**src/rtl/ps2_key_decoder.sv**
```systemverilog
// PS/2 keyboard receiver and make/break decoder feeding the card-game control FSM.
// Ports:
//   clk, resetn          system clock, async active-low reset
//   ps2_clk, ps2_data    raw asynchronous PS/2 lines
//   keyboard[7:0]        make code of the last accepted key press
//   go                   high while the key in keyboard is held
//   rx_byte[7:0]         last correctly received raw byte
//   rx_valid             one-cycle pulse when rx_byte updates
//   frame_err            one-cycle pulse on parity, stop-bit or timeout error
module ps2_key_decoder #(
  parameter int unsigned TIMEOUT_CYCLES = 50000
) (
  input  logic       clk,
  input  logic       resetn,
  input  logic       ps2_clk,
  input  logic       ps2_data,
  output logic [7:0] keyboard,
  output logic       go,
  output logic [7:0] rx_byte,
  output logic       rx_valid,
  output logic       frame_err
);

  localparam int unsigned CNT_W = 16;
  localparam int unsigned BIT_W = 3;
  localparam logic [CNT_W-1:0] TIMEOUT_LAST = CNT_W'(TIMEOUT_CYCLES - 1);

  localparam logic [1:0] RX_IDLE   = 2'd0;
  localparam logic [1:0] RX_DATA   = 2'd1;
  localparam logic [1:0] RX_PARITY = 2'd2;
  localparam logic [1:0] RX_STOP   = 2'd3;

  localparam logic [1:0] KB_NORMAL  = 2'd0;
  localparam logic [1:0] KB_BRK     = 2'd1;
  localparam logic [1:0] KB_EXT     = 2'd2;
  localparam logic [1:0] KB_EXT_BRK = 2'd3;

  localparam logic [7:0] CODE_EXT = 8'hE0;
  localparam logic [7:0] CODE_BRK = 8'hF0;

  // Synchronizers and edge detect
  logic             r_clk_s1, r_clk_s2, r_clk_d;
  logic             r_dat_s1, r_dat_s2;
  logic             w_fall;
  logic             w_dat;

  // Receive FSM state
  logic [1:0]       r_rx_state, w_rx_state_nx;
  logic [BIT_W-1:0] r_bit_cnt, w_bit_cnt_nx;
  logic [7:0]       r_shift, w_shift_nx;
  logic             r_parity, w_parity_nx;
  logic [CNT_W-1:0] r_idle_cnt, w_idle_cnt_nx;
  logic             w_good, w_bad;

  // Byte handler state
  logic [1:0]       r_kb_state, w_kb_state_nx;
  logic [7:0]       w_keyboard_nx;
  logic             w_go_nx;
  logic             w_nonkey;

  // Two-flop synchronizers, idle-high reset so no false edge leaves reset
  always_ff @(posedge clk or negedge resetn) begin
    if (!resetn) begin
      r_clk_s1 <= 1'b1;
      r_clk_s2 <= 1'b1;
      r_clk_d  <= 1'b1;
      r_dat_s1 <= 1'b1;
      r_dat_s2 <= 1'b1;
    end else begin
      r_clk_s1 <= ps2_clk;
      r_clk_s2 <= r_clk_s1;
      r_clk_d  <= r_clk_s2;
      r_dat_s1 <= ps2_data;
      r_dat_s2 <= r_dat_s1;
    end
  end

  assign w_fall = r_clk_d & ~r_clk_s2;
  assign w_dat  = r_dat_s2;

  // Receive FSM next state; a falling edge always beats the timeout
  always_comb begin
    w_rx_state_nx = r_rx_state;
    w_bit_cnt_nx  = r_bit_cnt;
    w_shift_nx    = r_shift;
    w_parity_nx   = r_parity;
    w_idle_cnt_nx = r_idle_cnt;
    w_good        = 1'b0;
    w_bad         = 1'b0;
    if (w_fall) begin
      w_idle_cnt_nx = '0;
      case (r_rx_state)
        RX_IDLE: begin
          if (!w_dat) begin
            w_rx_state_nx = RX_DATA;
            w_bit_cnt_nx  = '0;
          end
        end
        RX_DATA: begin
          w_shift_nx   = {w_dat, r_shift[7:1]};
          w_bit_cnt_nx = r_bit_cnt + BIT_W'(1);
          if (r_bit_cnt == BIT_W'(7)) begin
            w_rx_state_nx = RX_PARITY;
          end
        end
        RX_PARITY: begin
          w_parity_nx   = w_dat;
          w_rx_state_nx = RX_STOP;
        end
        default: begin
          w_rx_state_nx = RX_IDLE;
          if ((r_parity == ~^r_shift) && w_dat) begin
            w_good = 1'b1;
          end else begin
            w_bad = 1'b1;
          end
        end
      endcase
    end else if (r_rx_state != RX_IDLE) begin
      if (r_idle_cnt == TIMEOUT_LAST) begin
        w_rx_state_nx = RX_IDLE;
        w_idle_cnt_nx = '0;
        w_bad         = 1'b1;
      end else begin
        w_idle_cnt_nx = r_idle_cnt + CNT_W'(1);
      end
    end
  end

  // Codes the keyboard sends that are never key presses
  always_comb begin
    w_nonkey = 1'b0;
    case (r_shift)
      8'h00, 8'hAA, 8'hEE, 8'hFA, 8'hFE, 8'hFF: w_nonkey = 1'b1;
      default:                                  w_nonkey = 1'b0;
    endcase
  end

  // Byte handler next state; r_shift holds the full byte when w_good fires
  always_comb begin
    w_kb_state_nx = r_kb_state;
    w_keyboard_nx = keyboard;
    w_go_nx       = go;
    if (w_bad) begin
      w_kb_state_nx = KB_NORMAL;
    end else if (w_good) begin
      case (r_kb_state)
        KB_NORMAL: begin
          if (r_shift == CODE_EXT) begin
            w_kb_state_nx = KB_EXT;
          end else if (r_shift == CODE_BRK) begin
            w_kb_state_nx = KB_BRK;
          end else if (!w_nonkey) begin
            w_keyboard_nx = r_shift;
            w_go_nx       = 1'b1;
          end
        end
        KB_BRK: begin
          if (r_shift == keyboard) begin
            w_go_nx = 1'b0;
          end
          w_kb_state_nx = KB_NORMAL;
        end
        KB_EXT: begin
          if (r_shift == CODE_BRK) begin
            w_kb_state_nx = KB_EXT_BRK;
          end else begin
            w_kb_state_nx = KB_NORMAL;
          end
        end
        default: begin
          w_kb_state_nx = KB_NORMAL;
        end
      endcase
    end
  end

  // State and output registers
  always_ff @(posedge clk or negedge resetn) begin
    if (!resetn) begin
      r_rx_state <= RX_IDLE;
      r_bit_cnt  <= '0;
      r_shift    <= '0;
      r_parity   <= 1'b0;
      r_idle_cnt <= '0;
      r_kb_state <= KB_NORMAL;
      keyboard   <= '0;
      go         <= 1'b0;
      rx_byte    <= '0;
      rx_valid   <= 1'b0;
      frame_err  <= 1'b0;
    end else begin
      r_rx_state <= w_rx_state_nx;
      r_bit_cnt  <= w_bit_cnt_nx;
      r_shift    <= w_shift_nx;
      r_parity   <= w_parity_nx;
      r_idle_cnt <= w_idle_cnt_nx;
      r_kb_state <= w_kb_state_nx;
      keyboard   <= w_keyboard_nx;
      go         <= w_go_nx;
      if (w_good) begin
        rx_byte <= r_shift;
      end
      rx_valid   <= w_good;
      frame_err  <= w_bad;
    end
  end

endmodule
```
**config.mk**
```make
export PLATFORM = sky130hd
export DESIGN_NAME = ps2_key_decoder
export DESIGN_NICKNAME = d
export VERILOG_FILES = /design/src/rtl/ps2_key_decoder.sv
export SDC_FILE = /design/constraint.sdc
export NUM_CORES = 1
export LEC_CHECK = 0
export CAP_MARGIN = 0
export CORE_UTILIZATION = 40
export CTS_CLUSTER_DIAMETER = 30
export DETAILED_ROUTE_END_ITERATION = 16
export GPL_ROUTABILITY_DRIVEN = 1
export GPL_TIMING_DRIVEN = 0
export PLACE_DENSITY = 0.61
export SLEW_MARGIN = 10
export SYNTH_ARGS = -nofsm -noshare
export SYNTH_HDL_FRONTEND = slang
export SYNTH_SLANG_ARGS = --single-unit
```
**constraint.sdc**
```tcl
create_clock -name clk -period 2.4 [get_ports clk]
set_clock_uncertainty 0.15 [all_clocks]
set_input_delay 0.36 -clock clk [delete_from_list [all_inputs] [get_ports clk]]
set_output_delay 0.36 -clock clk [all_outputs]
set_load 0.02 [all_outputs]
```
---- Word level (Yosys, flattened, before mapping) ----
Index checks and enable logic that the tools add are counted.
storage, ports and cells
  register bits ........................... 56
  latch bits .............................. 0
  bits in writable memories ............... 0
  ROM bits ................................ 0
  logic and storage cells ................. 98
  memories kept ........................... 0
cells by class
  add/subtract/negate cells ............... 2
  multiply operators ...................... 0
  divide/modulo/power cells ............... 0
  order comparisons ....................... 0
  eq/ne operators ......................... 23
  shifts and indexed selects .............. 0
  muxes and demuxes ....................... 31
  bitwise gates (word level) .............. 6
  reduce and logical (&&, ||, !) cells .... 20
operators with widths
  cell                     count
  $eq A8 B8 Y1 const B     7
  $mux W16                 3
  $mux W2                  10
  $add A16 B1 Y16 const B  1
  $eq A16 B16 Y1 const B   1
  $mux W1                  13
  $reduce_bool A2 Y1       6
  $ne A2 B2 Y1 const B     5
  $eq A8 B8 Y1             1
  $logic_not A8 Y1         1
  $reduce_xnor A8 Y1       1
  $reduce_and A7 Y1        1
  $ne A3 B3 Y1 const B     2
  $pmux W2 S3              1
  $pmux W3 S2              1
  $reduce_and A2 Y1        3
  $reduce_and A6 Y1        1
  $reduce_or A6 Y1         1
  $not A1 Y1               5
  $eq A2 B1 Y1 const B     2
  $eq A2 B2 Y1 const B     2
  $logic_not A2 Y1         2
  $ne A4 B4 Y1 const B     1
  $pmux W2 S2              1
  other kinds (10)         10

---- Logic depth before layout (Yosys ltp) ----
  depth in word-level cells ............... 8
  gate-level depth with buffers ........... 9
  gate-level depth less buffers ........... 7

---- Worst setup path before layout ----
OpenSTA, ideal clock, no wires.
  path kind ............................... flip-flop to flip-flop
  start ................................... register r_shift[2]
  end ..................................... register rx_byte[0]
  arrival ................................. 2.083 ns
  slack ................................... 0.042 ns
  cell stages (with the launch flop) ...... 9
  clock period less this slack ............ 2.358 ns
  cell sequence ........................... dfrtp_1 -> inv_1 -> ha_1 -> xnor3_1 -> xnor2_1 -> and3_1 -> buf_6 -> buf_6 -> mux2_2
on the way
  word-level cells in the longest chain between the ends .. 6
RTL lines
  what                      RTL line  RTL
  start: declaration        50        logic [7:0] r_shift, w_shift_nx;
  start signal: assignment  195       r_shift <= w_shift_nx;
  $reduce_xnor A8 Y1        112       if ((r_parity == ~^r_shift) && w_dat) begin
  $eq A1 B1 Y1              112
  $logic_and A1 B1 Y1       112
  $mux W1                   112
  $mux W1                   92        case (r_rx_state)
  $mux W1                   90        if (w_fall) begin
  net w_good                53        logic w_good, w_bad;
  end signal: assignment    202       rx_byte <= r_shift;
  end: declaration          19        output logic [7:0] rx_byte,
The timed path passes the listed nets, and every way through them passes these cells.
A chain may end at the register's enable or synchronous reset.

---- Final worst setup path ----
  start ................................... register r_shift[4]
  end ..................................... register keyboard[7]
on the way
  word-level cells in the longest chain between the ends .. 8
  elaborated cells between the ends (all ways) .. 24
RTL lines
  what                                    RTL line  RTL
  $reduce_xnor A8 Y1                      112
  $eq A1 B1 Y1                            112
  $logic_and A1 B1 Y1                     112
  $mux W1                                 112
  $mux W1                                 92
  $mux W1                                 90
  $not A1 Y1 (no source line)             --
  $reduce_and A6 Y1 (no source line) (*)  --
  end signal: assignment                  199       keyboard <= w_keyboard_nx;
  end: declaration                        17        output logic [7:0] keyboard,
Mark *: on every way between the ends. The rest lies on a longest branch, timed or not.

==> qor.yml <==
root_buffer: "clkbuf_8"
relSlewSlack: 0.525
wl_met2_mm: 2.70
ys.flop_type: "dfrtp_1"
drt_pre_antenna_iters: 4
drc: 0
final-seq-area_sq_mm: 0.00142
crit_required_ns: 2.46
post_drt_wl_per_cell_um: 13.9
crit_start: "r_shift[4]"
hold_viol: 0
routed_wl_mm: 5.60
synth_simple_gate_area_frac: 0.150
h-tree-depth: 2
clkLatencyLatePin_ns: 0.32
num_io_pins: 23
crit_family: "XOR/XNOR gates"
io_buffers: 22
synth_fa_ha_area_frac: 0.0859
routed.top_layer: "met4"
die_h_um: 87.4
reg2reg_from: "r_shift[4]"
synth_area_sq_mm: 0.00291
final_area_sq_mm: 0.00352
cts_max_path_buffers: 2
post-route-period-util: 0.969
antenna_found_initial: 0
vias_per_cell: 5.08
rsz0062_at_grt: "yes"
syn2layout_area_growth_pct: 20.8
async_flop_share: 1.00
wl_met1_mm: 2.69
drive_gt1_frac: 0.214
diodes: 0
synth_cell_types: 42
ant_nets: 0
final_util: 0.510
clk_pin_slew_ns: 0.10
numClockSinks: 56
finalSetupTns_ns: 0
cts_tree: "done"
dp.cells: 385
die-area_sq_mm: 0.00763
cp.arrival_ns: 2.38
path_class: "reg2reg"
synth_cells: 266
ys_seq_area_frac: 0.483
p_leak_nw: 1.64
hpwlAfterDp_mm: 3.78
critPathBufInv: 2
grt_max_degree: 34
hp-class: "reg2reg"
fillers: 659
gr-usage-all-layers: 0.157
cap_violations: 0
worstPathCellList: "inv_2 > ha_4 > xnor3_1 > xnor2_2 > and3_1 > buf_6 > nand3_4 > mux2_4"
critical_path.startpoint_type: "flop"
syn_avg_cell_area_sq_um: 11.0
wl_met3_um: 132
hp-start: "r_dat_s1"
peakVddDrop_uv: 562
mostFrequentLayoutCells: "43 x dfrtp_1, 24 x nand2_1, 21 x clkdlybuf4s50_1, 18 x mux2_2, 18 x ha_1"
drt-initial-drc-count: 52
initial_utilization: 0.422
slew_viol_final: 0
synth_top_family_by_area: "simple AND/OR/NAND/NOR gates"
ys_warn_count: 0
multi_input_area_sq_mm: 0.00144
num_vias: 2053
path_max_fanout: 8
grt_pass1_wl_mm: 9.39
cts_buffers: 5
grt_pass1_vias: 1953
max_freq_mhz: 430
status: "finished clean"
slowest_delay_ns: 0.42
dpl-instance-area_sq_mm: 0.00327
hold_slack_ns: 0.212
globalRouteOverflowTotal: 0
synthMuxAreaShare: 0.0872
tightest_slew_ns: 0.707
synth_edf_count: 0
synth-xor-area-share: 0.0678
nets: 331
min_period_ns: 2.33
final_cell_count_no_fill: 404
final_common_cell: "dfrtp_1"
finalSetupViolCount: 0
synth_compound_area_frac: 0.0872
rows: 30
gp_congestion: 0.819
synth-seq-cells: 56
critPathCaptureType: "flop"
cp_slowest_cell: "dfrtp_2"
power_density_mw_per_mm2: 745
die_w_um: 87.4
syn_nets: 290
core_sq_mm: 0.00691
==> report_power, final <==
group | switching, mW | leakage, nW | internal (mW)
registers | 0.108 | 0.745 | 1.05
clock network | 0.327 | 0.0404 | 0.208
logic | 0.492 | 0.859 | 0.437
total | 0.927 | 1.64 | 1.69
==> timing repair <==
action	4_1_cts	5_1_grt
endpoints found under the setup margin	19	15
resized for setup	9	9
hold endpoints to repair	18	0
gates cloned	0	1
setup buffers	7	2
pin swaps	2	3
hold buffers	1	0
==> metrics by stage <==
step	total power, mW	setup slack, ns
final	2.62	0.0748
after floorplan	1.73	0.0422
after global placement	1.91	-0.920
after CTS	2.60	0.0244
after global routing	2.81	-0.00498
after detailed placement	1.93	-0.179
==> sequential cells by signal (all words and copies together), names as in the netlist <==
name        cells
r_bit_cnt       3
r_dat_s2        1
frame_err       1
r_shift         8
r_rx_state      2
r_kb_state      2
r_parity        1
keyboard        8
go              1
r_clk_d         1
r_dat_s1        1
r_clk_s2        1
rx_byte         8
rx_valid        1
r_idle_cnt     16
r_clk_s1        1
==> cell families (layout without fill, tap and decap cells) <==
family | Yosys count | after routing
buf+inv | 23 | 65
flops | 56 | 56
simple gates | 82 | 82
fa+ha+maj | 20 | 20
compound gates | 41 | 41
mux | 23 | 23
xor+xnor | 21 | 21
==> cell type report <==
cell class / instances / area share
Multi-Input combinational cell: 187 / 0.408
Clock buffer: 5 / 0.0196
Inverter: 14 / 0.0149
Sequential cell: 56 / 0.403
Tap cell: 96 / 0.0341
Clock inverter: 3 / 0.00675
Timing Repair Buffer: 34 / 0.0960
Buffer: 9 / 0.0181
==> worst reg2reg max path, delay by kind of cell, from the launching register on <==
kind	cells	cell delay (ns)
DFF	1	0.42
adders and majority gates	1	0.20
xor gates and xnor gates	2	0.54
and+or+nand+nor	2	0.33
muxes	1	0.34
buffers and inverters	2	0.23
==> path summary, 6_finish.rpt <==
check,endpoint,slack (ns),depth (start not counted)
hold / removal,r_dat_s2,0.21,0
min in group asynchronous,rx_byte[2],0.41,2
setup reg to reg,keyboard[7],0.07,8
max in group asynchronous,r_shift[6],1.11,3
hold reg to reg,r_dat_s2,0.21,0
setup / recovery,keyboard[7],0.07,8
==> per-layer routing <==
layer / up-vias / GRT usage
met2: 30 / 0.263
li1: 1010 / -
met3: 9 / 0.0294
met1: 1004 / 0.208
met5: - / 0
met4: 0 / 0.0402
==> synth_stat cells, drive strengths merged, types with 2 or more instances <==
library cell	instances	area, sq um
nand2	24	90.1
nor2b	2	12.5
ha	20	250
mux2	19	214
inv	14	52.6
nand3	4	32.5
and4	5	43.8
a41oi	2	17.5
xnor2	3	26.3
dfstp	5	131
a31oi	2	12.5
xor2	17	149
nor2	15	56.3
a21o	2	15.0
mux2i	4	40.0
a21oi	9	45.0
and2	3	18.8
buf	4	41.3
nor3b	2	15.0
dfrtp	51	1280
nand2b	2	12.5
clkbuf	5	18.8
nand4	8	50.1
o21ai	15	75.1
and3	7	43.8
nor3	6	30.0
o211ai	3	22.5
Note: power is estimated with default switching activity, not from simulation.
